===== config.mk =====
export PLATFORM = sky130hd
export DESIGN_NAME = spi_pixel_buffer
export DESIGN_NICKNAME = d
export VERILOG_FILES = /design/src/rtl/spi_pixel_pkg.sv /design/src/rtl/spi_pixel_buffer_spi_slave_byte.sv /design/src/rtl/spi_pixel_buffer.sv
export SDC_FILE = /design/constraint.sdc
export NUM_CORES = 1
export LEC_CHECK = 0
export BUFFER_PORTS_ARGS = -buffer_cell sky130_fd_sc_hd__buf_2
export CELL_PAD_IN_SITES_DETAIL_PLACEMENT = 1
export CELL_PAD_IN_SITES_GLOBAL_PLACEMENT = 2
export CORE_MARGIN = 2
export CORE_UTILIZATION = 40
export CTS_CLUSTER_DIAMETER = 100
export DETAILED_ROUTE_END_ITERATION = 7
export PLACE_DENSITY_LB_ADDON = 0.2
export SLEW_MARGIN = 20
export SYNTH_ARGS = -nofsm -noshare
export SYNTH_HDL_FRONTEND = slang
export SYNTH_SLANG_ARGS = --single-unit

===== constraint.sdc =====
create_clock -name clk_i -period 3 [get_ports clk_i]
set_input_delay 0.15 -clock clk_i [delete_from_list [all_inputs] [get_ports clk_i]]
set_output_delay 0.15 -clock clk_i [all_outputs]
set_load 0.005 [all_outputs]

===== src/rtl/spi_pixel_pkg.sv =====
// Shared opcodes, transaction states and pixel layout for the SPI pixel buffer.
package spi_pixel_pkg;

    localparam logic [7:0] CMD_WRITE = 8'h01;
    localparam logic [7:0] CMD_COUNT = 8'h02;
    localparam logic [7:0] CMD_SHOW  = 8'h03;

    typedef enum logic [2:0] {
        ST_IDLE,
        ST_CMD,
        ST_ADDR,
        ST_PIX_G,
        ST_PIX_R,
        ST_PIX_B,
        ST_COUNT,
        ST_DISCARD
    } state_t;

    // A stored pixel is {G,R,B}; these index the byte lanes of pixel_t.
    localparam int COL_G = 2;
    localparam int COL_R = 1;
    localparam int COL_B = 0;

    typedef logic [2:0][7:0] pixel_t;

endpackage


===== src/rtl/spi_pixel_buffer_spi_slave_byte.sv =====
// Mode-0 SPI slave byte engine: synchronises the pins into clk_i, assembles
// MOSI bytes and shifts the status byte out on MISO during the first byte.
module spi_slave_byte (
    input  logic       clk_i,
    input  logic       reset_i,
    input  logic       spi_sclk_i,
    input  logic       spi_cs_n_i,
    input  logic       spi_mosi_i,
    input  logic [7:0] status_i,
    output logic       spi_miso_o,
    output logic       byte_valid_o,
    output logic [7:0] byte_o,
    output logic       first_byte_o,
    output logic       cs_active_o
);

    logic [2:0] r_sclk_sync;
    logic [2:0] r_cs_sync;
    logic [1:0] r_mosi_sync;
    logic [2:0] r_bit_cnt;
    logic [7:0] r_shift_in;
    logic [7:0] r_shift_out;
    logic       r_miso;
    logic       r_byte_valid;
    logic [7:0] r_byte;
    logic       r_first_byte;
    logic       r_first;

    logic w_sclk_rise;
    logic w_sclk_fall;
    logic w_cs_fall;
    logic w_cs_active;

    // Bit 2 of each sync chain is only a history tap for edge detection.
    assign w_sclk_rise = r_sclk_sync[1] & ~r_sclk_sync[2];
    assign w_sclk_fall = ~r_sclk_sync[1] & r_sclk_sync[2];
    assign w_cs_fall   = ~r_cs_sync[1] & r_cs_sync[2];
    assign w_cs_active = ~r_cs_sync[1];

    // NOTE: sequential state is assigned only with <=, so every register
    // samples the pre-edge values and ordering inside the block is irrelevant.
    always_ff @(posedge clk_i) begin
        if (reset_i) begin
            r_sclk_sync  <= '0;
            r_cs_sync    <= '1;
            r_mosi_sync  <= '0;
            r_bit_cnt    <= '0;
            r_shift_in   <= '0;
            r_shift_out  <= '0;
            r_miso       <= 1'b0;
            r_byte_valid <= 1'b0;
            r_byte       <= '0;
            r_first_byte <= 1'b0;
            r_first      <= 1'b1;
        end else begin
            r_sclk_sync  <= {r_sclk_sync[1:0], spi_sclk_i};
            r_cs_sync    <= {r_cs_sync[1:0], spi_cs_n_i};
            r_mosi_sync  <= {r_mosi_sync[0], spi_mosi_i};
            r_byte_valid <= 1'b0;

            if (!w_cs_active) begin
                r_bit_cnt   <= '0;
                r_first     <= 1'b1;
                r_shift_out <= '0;
                r_miso      <= 1'b0;
            end else if (w_cs_fall) begin
                // Status bit 7 must be on the pin before the first rising edge.
                r_bit_cnt   <= '0;
                r_first     <= 1'b1;
                r_miso      <= status_i[7];
                r_shift_out <= {status_i[6:0], 1'b0};
            end else begin
                if (w_sclk_rise) begin
                    r_shift_in <= {r_shift_in[6:0], r_mosi_sync[1]};
                    r_bit_cnt  <= r_bit_cnt + 3'd1;
                    if (r_bit_cnt == 3'd7) begin
                        r_byte_valid <= 1'b1;
                        r_byte       <= {r_shift_in[6:0], r_mosi_sync[1]};
                        r_first_byte <= r_first;
                        r_first      <= 1'b0;
                    end
                end
                if (w_sclk_fall) begin
                    r_miso      <= r_shift_out[7];
                    r_shift_out <= {r_shift_out[6:0], 1'b0};
                end
            end
        end
    end

    assign spi_miso_o   = r_miso;
    assign byte_valid_o = r_byte_valid;
    assign byte_o       = r_byte;
    assign first_byte_o = r_first_byte;
    assign cs_active_o  = w_cs_active;

endmodule


===== src/rtl/spi_pixel_buffer.sv =====
// SPI-programmed GRB frame buffer feeding a WS2812/SK6812 serializer: command
// FSM, inferred dual-port frame RAM, LED count register and frame start logic.
module spi_pixel_buffer
    import spi_pixel_pkg::*;
#(
    parameter  int NUM_LEDS        = 8,
    parameter  int LED_COUNT_RESET = NUM_LEDS - 1,
    localparam int LED_AW          = $clog2(NUM_LEDS)
) (
    input  logic              clk_i,
    input  logic              reset_i,
    input  logic              spi_sclk_i,
    input  logic              spi_cs_n_i,
    input  logic              spi_mosi_i,
    output logic              spi_miso_o,
    output logic              start_o,
    input  logic              busy_i,
    input  logic [LED_AW-1:0] address_i,
    output logic [7:0]        red_o,
    output logic [7:0]        green_o,
    output logic [7:0]        blue_o,
    output logic [LED_AW-1:0] led_count_o
);

    localparam int COUNT_MAX = 2**LED_AW - 1;
    localparam int COUNT_RST = (LED_COUNT_RESET > COUNT_MAX) ? COUNT_MAX : LED_COUNT_RESET;

    logic              w_byte_valid;
    logic [7:0]        w_byte;
    logic              w_first_byte;
    logic              w_cs_active;
    logic [7:0]        w_status;
    logic              w_show_set;
    logic              w_ram_we;
    pixel_t            w_wdata;

    state_t            r_state;
    logic [7:0]        r_wr_idx;
    logic [7:0]        r_g;
    logic [7:0]        r_r;
    logic [LED_AW-1:0] r_led_count;
    logic              r_show_pending;
    logic              r_busy_sync;
    logic              r_start;
    pixel_t            r_rd;
    pixel_t            r_ram [NUM_LEDS];

    assign w_status = {6'b0, r_show_pending, r_busy_sync};

    spi_slave_byte u_spi (
        .clk_i        (clk_i),
        .reset_i      (reset_i),
        .spi_sclk_i   (spi_sclk_i),
        .spi_cs_n_i   (spi_cs_n_i),
        .spi_mosi_i   (spi_mosi_i),
        .status_i     (w_status),
        .spi_miso_o   (spi_miso_o),
        .byte_valid_o (w_byte_valid),
        .byte_o       (w_byte),
        .first_byte_o (w_first_byte),
        .cs_active_o  (w_cs_active)
    );

    assign w_show_set = w_byte_valid && w_cs_active && w_first_byte
                        && (r_state == ST_CMD) && (w_byte == CMD_SHOW);
    assign w_ram_we   = w_byte_valid && w_cs_active && (r_state == ST_PIX_B)
                        && (int'(r_wr_idx) < NUM_LEDS);

    always_comb begin
        w_wdata        = '0;
        w_wdata[COL_G] = r_g;
        w_wdata[COL_R] = r_r;
        w_wdata[COL_B] = w_byte;
    end

    // Leaving CS inactive returns to IDLE, which drops any partial pixel.
    always_ff @(posedge clk_i) begin
        if (reset_i) begin
            r_state     <= ST_IDLE;
            r_wr_idx    <= '0;
            r_g         <= '0;
            r_r         <= '0;
            r_led_count <= LED_AW'(COUNT_RST);
        end else if (!w_cs_active) begin
            r_state <= ST_IDLE;
        end else begin
            case (r_state)
                ST_IDLE: r_state <= ST_CMD;
                ST_CMD: if (w_byte_valid) begin
                    if (!w_first_byte)             r_state <= ST_DISCARD;
                    else if (w_byte == CMD_WRITE)  r_state <= ST_ADDR;
                    else if (w_byte == CMD_COUNT)  r_state <= ST_COUNT;
                    else                           r_state <= ST_DISCARD;
                end
                ST_ADDR: if (w_byte_valid) begin
                    r_wr_idx <= w_byte;
                    r_state  <= ST_PIX_G;
                end
                ST_PIX_G: if (w_byte_valid) begin
                    r_g     <= w_byte;
                    r_state <= ST_PIX_R;
                end
                ST_PIX_R: if (w_byte_valid) begin
                    r_r     <= w_byte;
                    r_state <= ST_PIX_B;
                end
                ST_PIX_B: if (w_byte_valid) begin
                    if (r_wr_idx != 8'hFF) r_wr_idx <= r_wr_idx + 8'd1;
                    r_state <= ST_PIX_G;
                end
                ST_COUNT: if (w_byte_valid) begin
                    if (w_byte != 8'd0) begin
                        r_led_count <= (int'(w_byte) > COUNT_MAX) ? LED_AW'(COUNT_MAX)
                                                                  : w_byte[LED_AW-1:0];
                    end
                    r_state <= ST_DISCARD;
                end
                ST_DISCARD: r_state <= ST_DISCARD;
                default:    r_state <= ST_IDLE;
            endcase
        end
    end

    // NOTE: the frame RAM has no reset so it maps onto block RAM; only the
    // read register below is cleared.
    always_ff @(posedge clk_i) begin
        if (w_ram_we) r_ram[r_wr_idx[LED_AW-1:0]] <= w_wdata;
    end

    always_ff @(posedge clk_i) begin
        if (reset_i)                          r_rd <= '0;
        else if (int'(address_i) < NUM_LEDS)  r_rd <= r_ram[address_i];
        else                                  r_rd <= '0;
    end

    // A SHOW landing in the same cycle as the launch re-arms show_pending.
    always_ff @(posedge clk_i) begin
        if (reset_i) begin
            r_start        <= 1'b0;
            r_show_pending <= 1'b0;
            r_busy_sync    <= 1'b0;
        end else begin
            r_busy_sync <= busy_i;
            if (r_show_pending && !busy_i) begin
                r_start        <= 1'b1;
                r_show_pending <= w_show_set;
            end else begin
                r_start <= 1'b0;
                if (w_show_set) r_show_pending <= 1'b1;
            end
        end
    end

    assign start_o     = r_start;
    assign red_o       = r_rd[COL_R];
    assign green_o     = r_rd[COL_G];
    assign blue_o      = r_rd[COL_B];
    assign led_count_o = r_led_count;

endmodule


==> results of run 1 <==
-- worst max-delay path by stage --
stage | slack, ns | cells after the start | to
after global placement | 0.73 | 5 | r_ram[2][16]$_DFFE_PP_
after detailed placement | 0.64 | 5 | r_ram[2][22]$_DFFE_PP_
after CTS | 0.64 | 5 | r_ram[2][15]$_DFFE_PP_
after floorplan | 0.49 | 5 | r_ram[4][0]$_DFFE_PP_
final | 0.67 | 5 | r_ram[2][22]$_DFFE_PP_
after global routing | 0.44 | 5 | r_ram[2][22]$_DFFE_PP_
-- state kept, by name (all words and copies together) (netlist names), 7 cells and up --
register,flops
r_r,8
blue_o,8
r_ram,192
u_spi.r_shift_in,7
u_spi.r_shift_out,7
r_wr_idx,8
u_spi.byte_o,8
red_o,8
green_o,8
r_g,8
-- power groups by stage --
stage	registers (mW)	logic, mW	clock network, mW
floorplan	4.28	0.147	0
global placement	4.27	0.223	0
detailed placement	4.27	0.226	0
CTS	4.19	0.233	3.94
global route	4.19	0.246	4.09
finish	4.19	0.223	3.83
-- critical path, delay by kind of cell, from the launching register on --
family	cells	cell delay (ns)
simple gates	4	1.33
flops	1	0.46
buf+inv	1	0.23
-- cell usage in the layout, fill, tap and decap left out, types with 4 or more instances in the layout --
cell           Yosys  final
inv_1              4      4
buf_4              1     15
dlygate4sd3_1      0      7
o21ai_0            7      7
clkinv_1           0      6
nand3_1           23     23
clkinvlp_4         0      8
nand2b_1           9      9
bufinv_16          0      5
nand3b_1           4      4
nor2_1            60     55
mux4_2            48     48
buf_2              9     37
edfxtp_1         192    192
a221o_1            5      5
nand2_1           46     46
a21oi_1           27     27
dfxtp_1           94     94
mux2i_1           44     44
clkbuf_16          0     31
nor2_2             0      5
nor2b_1           12     11
clkinv_2           0      4
-- per-stage QoR --
step                      area [um2]  setup slack [ns]  util, %  instances  hold WS [ns]
after floorplan                10700             0.488        -        670         0.226
after global placement         11300             0.727     43.4       1020         0.339
after detailed placement       11300             0.638     43.4       1020         0.342
after CTS                      12500             0.642     47.7       1083         0.307
after global routing           12500             0.443     47.7       1083         0.333
final                          12500             0.672     47.7       1083         0.322
-- metal layers --
metal / routed length, um / share of wire (%) / up-vias / global-route usage (%)
li1: - / - / 2650 / -
met4: 342 / 1.5 / 0 / 4.12
met3: 712 / 3.1 / 26 / 2.46
met1: 9890 / 43 / 2983 / 21.8
met5: 0 / 0 / - / 0
met2: 12100 / 53 / 90 / 30.8
-- kinds of logic after synthesis --
logic type,after synthesis,synth area share (%)
simple gates,185,8.37
fa+ha+maj,3,0.351
buf+inv,44,1.70
compound gates,58,3.63
mux,92,14.2
flops,286,71.6
xor+xnor,2,0.164
-- final cells by class --
| class | instances | area (um2) |
|---|---|---|
| Timing Repair Buffer | 62 | 428 |
| Tap cell | 335 | 419 |
| Inverter | 4 | 15.0 |
| Sequential cell | 286 | 7650 |
| Clock inverter | 24 | 262 |
| Clock buffer | 32 | 779 |
| Fill cell | 2534 | 13700 |
| Multi-Input combinational cell | 340 | 2900 |
==> qor.yml, run 1 <==
die_area_um2: 28000
path_cells: "and3b_1 -> and4b_1 -> nand2b_1 -> nor2_2 -> buf_12"
whs_path_depth: 3
yosys_warnings: 0
async_flop_share_pct: 0
violations: "DRC"
p_per_area_nw_per_um2: 662
slowest_stage: "nor2_2"
ant_nets: 0
drive_above_1_share_pct: 22.3
io_pins: 38
startpoint_type: "register"
reg2reg_slack_ns: 0.67
hold_violations: 0
slew_headroom_pct: 38.7
timing.rr.end: "r_ram[2][22]$_DFFE_PP_"
portBuffers: 37
antenna_found_initial: 0
vdd_drop_max_uv: 402
p_sw_mw: 1.64
max_freq_mhz: 430
setup.worst_path.end_class: "register"
required_ns: 3.25
netlist_area_um2: 10700
ys_ff_latch: 286
period_needed_ns: 2.33
first_pass_iters: 6
status: "complete, but fails checks"
dp_hpwl_um: 13800
p_int_mw: 6.60
drc_errors: 3
cts_tree: "built"
vias: 5749
viasPerCell: 5.31
drt-wirelength-per-cell_um: 21.3
rows: 59
clkSinkCount: 286
finalPower_mw: 8.24
grt_max_degree: 42
hold_class: "input pin to register"
cts.clk_slew.worst_paths_ns: 0.06
dieHeight_um: 167
combPwrFrac_pct: 2.7
place.gp.congestion: 0.764
hold_end: "blue_o[1]$_SDFF_PP0_"
syn_area_per_cell_um2: 16.0
path_class: "register to register"
drv_slew: 0
numCtsBuffers: 30
cts_root_buf: "clkbuf_16"
yosys-top-cells-count: "edfxtp_1 (192), dfxtp_1 (94), nor2_1 (60)"
antenna_cells: 0
ys_top_cells_by_area: "edfxtp_1 (54%), dfxtp_1 (18%), mux4_2 (10%)"
layout_worst_path_cycle_share_pct: 77.6
synth_flop_cell: "edfxtp_1"
cap_violations: 0
ctsHtreeMaxLevel: 1
ff2ff_path_depth: 5
final.setup_skew_ns: 0.00933
die_width_um: 167
first_iter_violations: 343
r2r-start: "r_state[2]$_SDFFE_PP0P_"
synth_most_common_cell: "edfxtp_1"
p_sw_share_pct: 19.9
globalRouteTotalUtil_pct: 17.1
critPathMaxFanout: 17
cts_resized: 0
slowest_delay_ns: 0.48
pwr-share-clk_pct: 46.5
seqPwrFrac_pct: 50.8
synth_cells: 670
grt_pass1_wl_um: 37000
finalNetCount: 736
critPathArrivalTime_ns: 2.58
rsz0062_at_grt: "no"
crit_start: "r_state[2]$_SDFFE_PP0P_"
synth-edff-count: 192
syn_to_final_growth_pct: 16.5
coreArea_um2: 26100
clockBufferDepth: 3
leakagePower_nw: 4.19
grt.overflow.total: 0
yosys.area.top_type_share_pct: 53.9
min_from: "address_i[2]"
synth.net_count: 682
clk_latency_ns: 0.54
grt_pass1_vias: 6337
setup_violations: 0
synth_top_cell_by_area: "edfxtp_1"
synth_seq_area_share_pct: 71.6
start_util_pct: 40.9
cts_setup_buffers: 0
worst_pin_slew_ns: 0.918
finalWirelength_um: 23000
synth.distinct_cells: 50
holdBufCountCts: 7
fin_tns_setup_ns: 0
No activity file was read; power rests on OpenSTA's default activity.
==> inputs of run 2 (changes only) <==
==> constraint.sdc (replaced) <==
create_clock -name clk_i -period 2.3 [get_ports clk_i]
set_input_delay 0.115 -clock clk_i [delete_from_list [all_inputs] [get_ports clk_i]]
set_output_delay 0.115 -clock clk_i [all_outputs]
set_load 0.005 [all_outputs]
==> qor.yml, run 2 (synthesis results as in run 1) <==
place.gp.congestion: 0.753  # -1.4%
vdd_drop_max_uv: 542  # +35%
dp_hpwl_um: 13200  # -4.6%
antenna_cells: 0  # unchanged
ff2ff_path_depth: 5  # unchanged
path_class: "register to register"
grt_pass1_vias: 6334  # -0.047%
slowest_delay_ns: 0.47  # about the same
crit_start: "r_state[2]$_SDFFE_PP0P_"
critPathMaxFanout: 24  # +7
numCtsBuffers: 30  # unchanged
clk_latency_ns: 0.56  # +0.02 ns
slew_headroom_pct: 40.3  # +1.6 points
die_area_um2: 28000  # unchanged
p_per_area_nw_per_um2: 832  # +26%
grt_max_degree: 49  # +17%
startpoint_type: "register"
cts.clk_slew.worst_paths_ns: 0.06  # about the same
cap_violations: 0  # unchanged
critPathArrivalTime_ns: 2.29  # -0.29 ns
start_util_pct: 40.9  # unchanged
leakagePower_nw: 4.26  # +1.6%
largest_reg_flops: 192  # unchanged
final_cell_mix: "edfxtp_1 (192), dfxtp_1 (94), nor2_1 (55)"
status: "complete, but fails checks"
path_cells: "and3b_1 -> and4b_1 -> nand2b_1 -> nor2_2 -> buf_12"
rsz0062_at_grt: "no"
portBuffers: 37  # unchanged
hold_class: "input pin to register"
timing.rr.end: "r_ram[4][7]$_DFFE_PP_"
coreArea_um2: 26100  # unchanged
rows: 59  # unchanged
die_width_um: 167  # unchanged
antenna_found_initial: 0  # unchanged
ctsHtreeMaxLevel: 1  # unchanged
grt.overflow.total: 0  # unchanged
drive_above_1_share_pct: 23.0  # +0.63 points
grt_pass1_wl_um: 35700  # -3.4%
drv_slew: 0  # unchanged
drt-wirelength-per-cell_um: 20.3  # -4.8%
clkSinkCount: 286  # unchanged
layout_worst_path_cycle_share_pct: 89.6  # +12 points
io_pins: 38  # unchanged
final_common_cell: "edfxtp_1"
fin_tns_setup_ns: 0  # unchanged
hold_end: "blue_o[2]$_SDFF_PP0_"
dieHeight_um: 167  # unchanged
fin_util_pct: 48.1  # +0.45 points
first_pass_iters: 7  # +1
cts_setup_buffers: 0  # unchanged
viasPerCell: 5.26  # -0.86%
slowest_stage: "dfxtp_1"
max_freq_mhz: 485  # +13%
cts_tree: "built"
cts_root_buf: "clkbuf_16"
min_from: "address_i[2]"
first_iter_violations: 344  # +0.29%
required_ns: 2.53  # -0.72 ns
syn_to_final_growth_pct: 17.6
globalRouteTotalUtil_pct: 16.4  # -0.68 points
vias: 5752  # +0.052%
whs_path_depth: 3  # unchanged
clockBufferDepth: 3  # unchanged
finalWirelength_um: 22100  # -3.9%
violations: "DRC"
hold_violations: 0  # unchanged
r2r-start: "r_state[2]$_SDFFE_PP0P_"
final.setup_skew_ns: 0.0245  # +0.0152 ns
setup.worst_path.end_class: "register"
worst_pin_slew_ns: 0.894  # -0.0240 ns
drc_errors: 5  # +2
finalNetCount: 746  # +1.4%
reg2reg_slack_ns: 0.24  # -0.43 ns
ant_nets: 0  # unchanged
period_needed_ns: 2.06  # -0.268 ns
setup_violations: 0  # unchanged
## run 2: how the worst max path moves through the flow
stage                              to  slack [ns]  depth (start not counted)
6_report        r_ram[4][7]$_DFFE_PP_        0.24                          5
5_1_grt         r_ram[0][0]$_DFFE_PP_        0.09                          5
4_1_cts         r_ram[4][0]$_DFFE_PP_        0.22                          5
3_5_place_dp   r_ram[4][16]$_DFFE_PP_        0.24                          5
3_3_place_gp   r_ram[4][21]$_DFFE_PP_        0.30                          5
2_1_floorplan   r_ram[4][0]$_DFFE_PP_       -0.21                          5
## run 2: critical path, delay by kind of cell (launching register included)
kind                   cells  cell delay (ns)
DFF                        1             0.47
and+or+nand+nor            4             1.06
buffers and inverters      1             0.22
## run 2: repair_timing
item                                    CTS  global route
hold endpoints to repair                  9             0
endpoints found under the setup margin    0             0
gates resized for setup                   0             0
hold buffers                              8             0
## run 2: area by class of cell
cell class / count / area (um2)
multi-input cells: 340 / 2900
inverters: 4 / 15.0
repair buffers: 72 / 606
well taps: 335 / 419
flip-flops and latches: 286 / 7650
fillers: 2504 / 13600
clock buffers: 39 / 835
clock inverters: 17 / 148
## run 2: through the flow
stage,worst slack (ns),power (mW),std cells,instance area (um2),hold slack [ns]
2_1_floorplan,-0.211,5.77,670,10700,0.191
3_3_place_gp,0.301,5.87,1029,11500,0.298
3_5_place_dp,0.235,5.87,1029,11500,0.313
4_1_cts,0.225,10.6,1093,12600,0.0853
5_1_grt,0.0875,10.8,1093,12600,0.108
6_report,0.240,10.5,1093,12600,0.0936
## run 2: routing by layer
| metal | routed length (um) | GRT usage, % |
|---|---|---|
| met5 | 0 | 0 |
| met2 | 11500 | 29.9 |
| met1 | 9560 | 20.6 |
| met4 | 440 | 4.08 |
| met3 | 669 | 2.46 |
## run 2: where the power goes
part / leakage (nW) / switching, mW / total, mW / internal [mW]
sequential: 2.54 / 0.0104 / 5.46 / 5.45
combinational: 1.24 / 0.144 / 0.293 / 0.149
clock: 0.477 / 1.93 / 4.70 / 2.77
